File: src/rtl/dbus_req_ctrl.sv
// MEM-stage data-bus request controller: turns a load/store into a single bus request and stalls the pipe until it completes.
// Optional misalignment trap enabled by defining MISALIGN_CHECK_EN.
module dbus_req_ctrl #(
    parameter int unsigned MAX_WAIT = 255
) (
    input  logic        clk,
    input  logic        reset,
    input  logic        mem_valid,
    input  logic        mem_write,
    input  logic [63:0] mem_addr,
    input  logic [63:0] mem_wdata,
    input  logic [2:0]  mem_size,
    input  logic        pipe_stall,
    output logic        dreq_valid,
    output logic [63:0] dreq_addr,
    output logic [2:0]  dreq_size,
    output logic [7:0]  dreq_strobe,
    output logic [63:0] dreq_data,
    input  logic        dresp_addr_ok,
    input  logic        dresp_data_ok,
    input  logic [63:0] dresp_data,
    output logic        data_ok,
    output logic [63:0] read_data,
    output logic        handshake_stall,
    output logic        timeout_err,
    output logic        misalign_err
);

    typedef enum logic [1:0] {IDLE, ADDR, DATA, DONE} state_t;

    localparam logic [7:0] MAX_WAIT_CNT = 8'(MAX_WAIT);

    state_t      state_reg, state_next;
    logic [63:0] addr_reg;
    logic [2:0]  size_reg;
    logic        write_reg;
    logic [7:0]  strobe_reg;
    logic [63:0] data_reg;
    logic [7:0]  wait_cnt_reg;
    logic        timeout_reg;

    logic [2:0]  size_norm;
    logic [7:0]  size_mask;
    logic [7:0]  strobe_calc;
    logic [63:0] wdata_shift;
    logic [63:0] load_shift;
    logic [7:0]  wait_cnt_inc;
    logic        misaligned;
    logic        latch_req;

    // Sizes 4..7 behave as a doubleword access.
    assign size_norm = mem_size[2] ? 3'd3 : mem_size;

    always_comb begin
        case (size_norm[1:0])
            2'd0:    size_mask = 8'h01;
            2'd1:    size_mask = 8'h03;
            2'd2:    size_mask = 8'h0F;
            default: size_mask = 8'hFF;
        endcase
    end

    assign strobe_calc  = mem_write ? (size_mask << mem_addr[2:0]) : 8'h00;
    assign wdata_shift  = mem_wdata << {mem_addr[2:0], 3'b000};
    assign load_shift   = write_reg ? 64'h0 : (dresp_data >> {addr_reg[2:0], 3'b000});
    assign wait_cnt_inc = wait_cnt_reg + 8'd1;

`ifdef MISALIGN_CHECK_EN
    always_comb begin
        case (size_norm[1:0])
            2'd0:    misaligned = 1'b0;
            2'd1:    misaligned = mem_addr[0];
            2'd2:    misaligned = |mem_addr[1:0];
            default: misaligned = |mem_addr[2:0];
        endcase
    end
`else
    assign misaligned = 1'b0;
`endif

    always_comb begin
        state_next      = state_reg;
        latch_req       = 1'b0;
        data_ok         = 1'b0;
        read_data       = 64'h0;
        handshake_stall = 1'b0;
        misalign_err    = 1'b0;
        case (state_reg)
            IDLE: begin
                if (mem_valid) begin
                    handshake_stall = 1'b1;
                    if (misaligned) begin
                        // Trapped access completes locally without touching the bus.
                        data_ok      = 1'b1;
                        misalign_err = 1'b1;
                        state_next   = DONE;
                    end else begin
                        latch_req  = 1'b1;
                        state_next = ADDR;
                    end
                end
            end
            ADDR: begin
                handshake_stall = 1'b1;
                if (dresp_data_ok) begin
                    data_ok    = 1'b1;
                    read_data  = load_shift;
                    state_next = DONE;
                end else if (dresp_addr_ok) begin
                    state_next = DATA;
                end
            end
            DATA: begin
                handshake_stall = 1'b1;
                if (dresp_data_ok) begin
                    data_ok    = 1'b1;
                    read_data  = load_shift;
                    state_next = DONE;
                end
            end
            default: begin
                // DONE lets the MEM instruction retire before a new one is accepted.
                if (!pipe_stall) state_next = IDLE;
            end
        endcase
    end

    always_ff @(posedge clk) begin
        if (reset) begin
            state_reg    <= IDLE;
            addr_reg     <= 64'h0;
            size_reg     <= 3'd0;
            write_reg    <= 1'b0;
            strobe_reg   <= 8'h00;
            data_reg     <= 64'h0;
            wait_cnt_reg <= 8'd0;
            timeout_reg  <= 1'b0;
        end else begin
            state_reg <= state_next;
            if (latch_req) begin
                addr_reg     <= mem_addr;
                size_reg     <= size_norm;
                write_reg    <= mem_write;
                strobe_reg   <= strobe_calc;
                data_reg     <= wdata_shift;
                wait_cnt_reg <= 8'd0;
            end else if ((state_reg == ADDR || state_reg == DATA) && wait_cnt_reg != 8'hFF) begin
                wait_cnt_reg <= wait_cnt_inc;
                if (wait_cnt_inc >= MAX_WAIT_CNT) timeout_reg <= 1'b1;
            end
        end
    end

    assign dreq_valid  = (state_reg == ADDR);
    assign dreq_addr   = addr_reg;
    assign dreq_size   = size_reg;
    assign dreq_strobe = strobe_reg;
    assign dreq_data   = data_reg;
    assign timeout_err = timeout_reg;

endmodule

File: config.mk
export PLATFORM = sky130hd
export DESIGN_NAME = dbus_req_ctrl
export DESIGN_NICKNAME = d
export VERILOG_FILES = /design/src/rtl/dbus_req_ctrl.sv
export SDC_FILE = /design/constraint.sdc
export NUM_CORES = 1
export LEC_CHECK = 0
export ABC_AREA = 1
export ABC_CLOCK_PERIOD_IN_PS = 2500
export BUFFER_PORTS_ARGS = -buffer_cell sky130_fd_sc_hd__buf_2
export CORE_AREA = 2 2 157 159
export CTS_BUF_LIST = sky130_fd_sc_hd__clkbuf_4
export DETAILED_ROUTE_END_ITERATION = 8
export DIE_AREA = 0 0 159 161
export GPL_TIMING_DRIVEN = 0
export PLACE_DENSITY = 0.71
export RECOVER_POWER = 50
export SYNTH_ARGS = -nofsm -noshare
export SYNTH_HDL_FRONTEND = slang
export SYNTH_SLANG_ARGS = --single-unit
File: constraint.sdc
create_clock -name clk -period 2.5 [get_ports clk]
set_input_delay 0.5 -clock clk [delete_from_list [all_inputs] [get_ports clk]]
set_output_delay 0.5 -clock clk [all_outputs]
set_load 0.01 [all_outputs]
==> results of run 1 <==
[metrics by stage]
step / util / setup slack (ns) / std cells / setup TNS, ns
detailed placement: 0.4617 / -0.3654 / 2088 / -12.03
global placement: 0.4617 / -0.3634 / 2088 / -10.80
floorplan: - / 0.3738 / 1359 / 0
global route: 0.4956 / -0.3549 / 2134 / -18.97
CTS: 0.4939 / -0.2865 / 2130 / -14.24
finish: 0.4956 / -0.2587 / 2134 / -11.31
[synthesized netlist by cell type (all sizes together), types with 2 or more instances]
master  instances
a21oi          30
a22o           10
a22oi           7
a31oi          11
buf            54
clkbuf         47
dfxtp         150
ha              6
inv            72
mux2i          19
nand2         344
nand3          81
nor2          218
o211ai         26
o21a            2
o21ai         238
o22ai          14
or2            23
[logic make-up after synthesis]
kind of cell | count (synthesis) | share of synthesized area
simple gates | 669 | 0.3156
compound gates | 340 | 0.2160
buf+inv | 173 | 0.08920
flops | 150 | 0.3481
mux | 19 | 0.02204
fa+ha+maj | 6 | 0.008702
other cells | 1 | 0.0004347
[per-layer routing]
layer	GRT usage	vias up	routed length [um]
met5	0	-	0
met4	0.1612	0	2213
met3	0.05650	120	3395
met2	0.5540	668	20660
met1	0.3877	5124	16750
li1	-	5346	-
[area by class of cell]
class,count,area share
inverter,72,0.02318
antenna,1,0.0002107
timing repair buffer,421,0.1792
tap,324,0.03413
clock inverter,15,0.01759
buffer,98,0.05046
clock buffer,17,0.01075
sequential,150,0.2533
multi-input combinational,1036,0.4312
[worst max path at each step]
| stage | startpoint | end | slack [ns] |
|---|---|---|---|
| global placement | state_reg[0] | read_data[7] | -0.36 |
| floorplan | state_reg[0] | read_data[53] | 0.37 |
| CTS | state_reg[0] | read_data[30] | -0.29 |
| global route | state_reg[0] | read_data[31] | -0.35 |
| detailed placement | state_reg[0] | read_data[7] | -0.37 |
| finish | state_reg[0] | read_data[56] | -0.26 |
[layout by cell type, fill, tap and decap left out, types with 17 or more instances in the layout]
master	instances
sky130_fd_sc_hd__o21ai_0	133
sky130_fd_sc_hd__mux2i_1	17
sky130_fd_sc_hd__clkbuf_4	22
sky130_fd_sc_hd__buf_2	278
sky130_fd_sc_hd__dfxtp_1	146
sky130_fd_sc_hd__nor2_4	20
sky130_fd_sc_hd__nor2_1	185
sky130_fd_sc_hd__buf_6	25
sky130_fd_sc_hd__buf_4	25
sky130_fd_sc_hd__clkbuf_1	162
sky130_fd_sc_hd__o211ai_1	26
sky130_fd_sc_hd__o21ai_1	102
sky130_fd_sc_hd__a21oi_1	30
sky130_fd_sc_hd__nand2_1	342
sky130_fd_sc_hd__nand3_1	81
sky130_fd_sc_hd__inv_1	55
[timing repair]
action / in CTS / in global routing
gates cloned: 2 / 0
hold buffers: 0 / 0
buffers inserted: 9 / 5
endpoints found under the setup margin: 65 / 65
pin swaps: 11 / 9
gates resized for setup: 106 / 66
[worst max-delay path, cell delays in order (launching register included)]
cell and delay [ns]:
sky130_fd_sc_hd__dfxtp_2 0.36, sky130_fd_sc_hd__inv_2 0.05, sky130_fd_sc_hd__ha_4 0.28, sky130_fd_sc_hd__nand2_4 0.06, sky130_fd_sc_hd__nor2_4 0.09, sky130_fd_sc_hd__inv_2 0.05
sky130_fd_sc_hd__nor2_4 0.18, sky130_fd_sc_hd__inv_4 0.09, sky130_fd_sc_hd__buf_12 0.16, sky130_fd_sc_hd__buf_12 0.15, sky130_fd_sc_hd__nor2_2 0.09, sky130_fd_sc_hd__buf_2 0.15
[power by group through the flow]
stage	Sequential, W	Clock [W]	Combinational (W)
floorplan	0.00333	0	0.00268
global placement	0.00318	0	0.00484
detailed placement	0.00319	0	0.00486
CTS	0.00314	0.00183	0.00540
global route	0.00322	0.00193	0.00604
finish	0.00317	0.00181	0.00559
==> impl_summary.txt, run 1 <==
----------------------------------------------------
[Pwr]
  Internal power ... between 0.005 and 0.006 W
  Proportion of power drawn by the clock network ... 0.172
  Portion of total power attributed to sequential cells ... 0.300
  Leakage ... 5.500 nW
  Pwr dens ... 890.4 nW/um^2
  Logic pwr share ... 0.529
  Switching power total ... around 0.0050 W
  Net switching fraction of the power ... 0.4703
  Worst vdd rail ir drop ... 0.3574 mV
  Tot Pwr ... 0.01057 W

[Finish]
  Filler cell count ... about 2600
  NumNets Final ... 2004
  Area growth, synth to finish ... 37.67%
  Share of post-route cells with drive strength above 1 ... 0.2559
  Total non-filler cell area in the finished layout ... 11880 sq um
  Area of combinational cells with multiple inputs ... 5121 sq um
  Storage cell area ... 3008 sq um

[Detailed routing]
  Via count ... 11260
  Via/cell ratio ... 5.276
  DRT iter0 DRCs ... 1187
  Routed len/inst ... 20.16 um
  Routed Antenna Nets ... 0
  Routed wire length ... 43020 um
  Remaining DRCs ... 0
  First-pass iteration count of the detailed router ... 9

[Hold path]
  Worst hold-check path type ... input pin to flop
  Worst Hold End ... dreq_addr[37]
  Hold Crit Depth ... 3
  Startpoint of the most critical hold path ... mem_addr[37]

[Timing]
  Min setup slack post-route ... -0.2587 ns
  Post-Route Skew ... 0.03436 ns
  RSZ-0062 raised after global routing ... yes
  Period Utilization, post-route ... 1.103
  Worst hold slack ... 0.1572 ns
  Number of setup violations in the final report ... 65
  Tightest Pin Transition ... 0.7700 ns
  Final period demand of the worst path ... ~2.8 ns
  Highest achievable clock rate ... 0.3625 GHz
  Hold violation count in the final report ... 0
  Worst slew margin relative to its limit ... 0.4867
  Final Max Slew Viols ... 0

[Floorplanning]
  Overall die width ... 159 um
  Area of the die ... 25600 sq um
  CORE AREA ... 23960 sq um
  Top-level port count ... 410
  Number of standard-cell rows in the floorplan ... 57
  Starting density of the core ... 0.3600
  Die height ... 161 um

[Place]
  Instance area at placement ... 11060 sq um
  RePlAce Congestion ... 0.9676
  Half-perimeter wire length after placement ... 34140 um
  Number of buffers inserted by port buffering ... 405

[Flow run]
  Number of max-cap violations ... 0

[Worst setup path]
  Arrival time at the worst endpoint ... 2.26 ns
  Highest fanout seen on the critical path ... 10
  Worst EP required ... 2.00 ns
  Worst reg-to-reg setup slack ... approximately 0.13 ns
  Terminus of the critical flop-to-flop path ... wait_cnt_reg[7]
  Kind of end point of the critical path ... output port
  Critical path type ... flop to output port
  FF-to-FF Start ... state_reg[0]
  Depth of the most critical reg-to-reg path ... 9
  Startpoint type of the worst setup path ... flop

[Yosys]
  Share of synthesized area occupied by flip-flops and latches ... 0.3481
  Number of synthesized flops with an enable pin ... 0
  Most used flip-flop cell after synthesis ... sky130_fd_sc_hd__dfxtp_1
  Synth Cell Area ... 8627 sq um
  Top area cells in the synthesized netlist ... sky130_fd_sc_hd__dfxtp_1 35%, sky130_fd_sc_hd__nand2_1 15%, sky130_fd_sc_hd__nor2_1 9.2%
  Post-Syn Instances ... around 1400
  Async set or reset register ratio after synthesis ... 0
  Distinct cells, synth ... 34
  Count of synthesis-stage warnings from yosys ... 0
  Largest area contributor in the netlist ... sky130_fd_sc_hd__dfxtp_1
  Flip-flop and latch count after synthesis ... 150
  Proportion of netlist area held by the largest area contributor ... 0.3481
  Average size of a mapped cell ... 6.353 sq um

[Clock tree]
  Clk Latency, worst-skew pair ... 0.58 ns
  Clock H-tree levels ... 4
  Cts bufs inserted ... 17
  Clock tree from TritonCTS ... yes
  Buffers from clock root to sink, at most ... 2
  Sink count of the clock tree ... 150
  Root Driver ... sky130_fd_sc_hd__clkbuf_4
  Clock-pin slew reported for the worst setup and hold paths after clock tree synthesis ... 0.16 ns

[GRT]
  Antenna violations before repair ... 1
  Wire length of the first global-routing pass ... between 60000 and 70000 um
  Via count of the first global-routing pass ... 10630
  Largest net degree at the start of global routing ... 20
  All-Layer GR Usage ... 0.3216
  GRT overflow ... 0

[Status]
  Violated checks ... setup timing
  Status ... complete, but fails checks

----------------------------------------------------
(Power assumes the default switching activity.)
==> run 2: changes to the inputs <==
--- a/config.mk
+++ b/config.mk
@@ -8,12 +8,14 @@
 export ABC_AREA = 1
 export ABC_CLOCK_PERIOD_IN_PS = 2500
 export BUFFER_PORTS_ARGS = -buffer_cell sky130_fd_sc_hd__buf_2
-export CORE_AREA = 2 2 157 159
+export CELL_PAD_IN_SITES_DETAIL_PLACEMENT = 1
+export CELL_PAD_IN_SITES_GLOBAL_PLACEMENT = 2
+export CORE_MARGIN = 2
+export CORE_UTILIZATION = 24
 export CTS_BUF_LIST = sky130_fd_sc_hd__clkbuf_4
 export DETAILED_ROUTE_END_ITERATION = 8
-export DIE_AREA = 0 0 159 161
 export GPL_TIMING_DRIVEN = 0
-export PLACE_DENSITY = 0.71
+export PLACE_DENSITY = 0.89
 export RECOVER_POWER = 50
 export SYNTH_ARGS = -nofsm -noshare
 export SYNTH_HDL_FRONTEND = slang
==> impl_summary.txt, run 2 (synthesis gave the netlist of run 1 again) <==
----------------------------------------------------
[Detailed routing]
  Via count ... 11310 (+0.50%)
  Routed len/inst ... 21.67 um (+7.5%)
  Via/cell ratio ... 4.978 (-5.6%)
  Remaining DRCs ... 0 (unchanged)
  Routed wire length ... 49260 um (+15%)
  First-pass iteration count of the detailed router ... 5 (-4)
  DRT iter0 DRCs ... 531 (-55%)
  Routed Antenna Nets ... 0 (unchanged)

[Clock tree]
  Number of hold buffers added after CTS ... 0 (unchanged)
  Clk Latency, worst-skew pair ... 0.64 ns (+0.06 ns)
  Cts bufs inserted ... 17 (unchanged)
  Clock tree from TritonCTS ... yes
  Root Driver ... sky130_fd_sc_hd__clkbuf_4
  Clock H-tree levels ... 4 (unchanged)
  Sink count of the clock tree ... 150 (unchanged)
  Clock-pin slew reported for the worst setup and hold paths after clock tree synthesis ... 0.16 ns (about the same)
  Buffers from clock root to sink, at most ... 2 (unchanged)

[Worst setup path]
  Highest fanout seen on the critical path ... 6 (-4)
  Depth of the most critical reg-to-reg path ... 9 (unchanged)
  Worst EP required ... 2.00 ns (about the same)
  Kind of end point of the critical path ... output port
  Worst reg-to-reg setup slack ... 0.03 ns (-0.10 ns)
  Critical path type ... flop to output port
  Cell chain of the critical path ... inv_2 -> ha_4 -> nand2_4 -> nor2_4 -> inv_2 -> nor2_4 -> buf_12 -> inv_8 -> buf_12 -> clkbuf_16 -> nor2_4 -> buf_6
  Startpoint type of the worst setup path ... flop
  Most frequent cell on the critical path ... sky130_fd_sc_hd__nor2_4
  FF-to-FF Start ... state_reg[0]
  Arrival time at the worst endpoint ... 2.31 ns (+0.05 ns)
  Maximum cell stage delay along the critical path ... 0.37 ns (about the same)
  Terminus of the critical flop-to-flop path ... wait_cnt_reg[1]
  Standard cell with the maximum stage delay on the critical path ... sky130_fd_sc_hd__dfxtp_2

[GRT]
  Wire length of the first global-routing pass ... 72390 um (+15%)
  GRT overflow ... 0 (unchanged)
  Met3 usage in global routing ... 0.04620 (-0.01030)
  Via count of the first global-routing pass ... 11450 (+7.6%)
  Largest net degree at the start of global routing ... 20 (unchanged)
  All-Layer GR Usage ... 0.2551 (-0.06651)
  Met2 usage in global routing ... 0.4528 (-0.1012)
  Met1 usage ... 0.3023 (-0.08535)
  Layer with the highest usage after global routing ... met2
  Antenna violations before repair ... 4 (+3)

[Timing]
  Worst hold slack ... 0.1319 ns (-0.02535 ns)
  Min setup slack post-route ... -0.3117 ns (-0.05295 ns)
  RSZ-0062 raised after global routing ... yes
  Post-Route Skew ... 0.04175 ns (+0.007392 ns)
  Hold violation count in the final report ... 0 (unchanged)
  Final Max Slew Viols ... 0 (unchanged)
  Worst slew margin relative to its limit ... 0.4117 (-0.07494)
  Tightest Pin Transition ... 0.8792 ns (+0.1092 ns)
  Number of setup violations in the final report ... 64 (-1.5%)
  Final period demand of the worst path ... 2.812 ns (+0.05295 ns)
  Highest achievable clock rate ... 0.3557 GHz (-1.9%)
  Period Utilization, post-route ... 1.125 (+0.02118)

[Place]
  RePlAce Congestion ... 0.9378 (-3.1%)
  Half-perimeter wire length after placement ... 40240 um (+18%)
  Number of buffers inserted by port buffering ... 405 (unchanged)
  Instance area at placement ... 11230 sq um (+1.5%)

[Finish]
  Total non-filler cell area in the finished layout ... 12040 sq um (+1.4%)
  NumNets Final ... 2002 (-0.10%)
  Share of post-route cells with drive strength above 1 ... 0.2573 (+0.001390)
  Leading cell type in the layout, fill and taps excluded ... sky130_fd_sc_hd__nand2_1
  Commonest cells after routing, fill and taps aside ... 342 x sky130_fd_sc_hd__nand2_1, 282 x sky130_fd_sc_hd__buf_2, 192 x sky130_fd_sc_hd__nor2_1
  Final Core Density ... 0.3394 (-0.1562)
  Area growth, synth to finish ... 39.61%

[Floorplanning]
  Starting density of the core ... 0.2431 (-0.1169)
  CORE AREA ... 35480 sq um (+48%)
  Area of the die ... 37480 sq um (+46%)
  Overall die width ... 193.6 um (+22%)
  Number of standard-cell rows in the floorplan ... 69 (+21%)
  Die height ... 193.6 um (+20%)
  Top-level port count ... 410 (unchanged)

[Pwr]
  Tot Pwr ... 0.01066 W (+0.82%)
  Internal power ... 0.005523 W (-1.4%)
  Net switching fraction of the power ... 0.4820 (+0.01173)
  Switching power total ... 0.005139 W (+3.3%)
  Portion of total power attributed to sequential cells ... 0.297 (-0.003)
  Logic pwr share ... 0.536 (+0.007)
  Leakage ... 5.483 nW (-0.32%)
  Proportion of power drawn by the clock network ... 0.166 (-0.006)
  Pwr dens ... 885.2 nW/um^2 (-0.58%)
  Worst vdd rail ir drop ... 0.4437 mV (+24%)

[Hold path]
  Hold Crit Depth ... 3 (unchanged)
  Worst Hold End ... dreq_addr[43]
  Worst hold-check path type ... input pin to flop
  Startpoint of the most critical hold path ... mem_addr[43]

[Status]
  Violated checks ... setup timing
  Status ... complete, but fails checks

[Flow run]
  Number of max-cap violations ... 0 (unchanged)

----------------------------------------------------
## run 2: worst max-delay path, delay by kind of cell (launching register included)
family	cells	cell delay [ns]
adder cells (fa/ha/maj)	1	0.28
buffers and inverters	7	0.70
flip-flops	1	0.37
AND/OR/NAND/NOR	4	0.35
## run 2: per-stage QoR
| stage | TNS (ns) | worst slack, ns | cells |
|---|---|---|---|
| detailed placement | -16.99 | -0.4955 | 2225 |
| CTS | -21.19 | -0.3820 | 2266 |
| global placement | -13.30 | -0.4477 | 2225 |
| global route | -24.19 | -0.4192 | 2271 |
| finish | -14.60 | -0.3117 | 2273 |
| floorplan | 0 | 0.3738 | 1359 |
## run 2: layer usage
metal  vias to the layer above  wire length (um)  part of all wire
met3                        93              3512             0.071
met4                         2              1839             0.037
met1                      5371             19640              0.40
met5                         -                11           0.00022
li1                       5346                 -                 -
met2                       502             24260              0.49
## run 2: layout make-up
type                       count  area, sq um
buffer                        99        626.9
clock buffer                  18        135.1
clock inverter                14        181.4
fill                        4721        23440
tap                          461        576.8
timing repair buffer         418         2083
sequential                   150         3009
antenna                        5        12.51
multi-input combinational   1036         5139
inverter                      72        280.3
## run 2: what timing repair did
action	CTS	global route
pin swaps	9	16
buffers inserted	8	2
gates cloned	2	1
setup endpoints to repair	66	64
gates resized for setup	94	75
## run 2: power by group through the flow
stage                     clock (W)  combinational [W]  sequential [W]
final                       0.00177            0.00572         0.00317
after global routing        0.00191            0.00623         0.00324
after CTS                   0.00182            0.00558         0.00315
after detailed placement          0            0.00507         0.00321
after global placement            0            0.00501         0.00318
after floorplan                   0            0.00268         0.00333
## run 2: how the worst max path moves through the flow
stage	start	end	slack [ns]	depth (start not counted)
after floorplan	state_reg[0]	read_data[53]	0.37	10
after global placement	state_reg[0]	read_data[9]	-0.45	8
after detailed placement	state_reg[0]	read_data[9]	-0.50	8
after CTS	state_reg[1]	read_data[15]	-0.38	11
after global routing	state_reg[1]	read_data[59]	-0.42	12
final	state_reg[1]	read_data[59]	-0.31	12
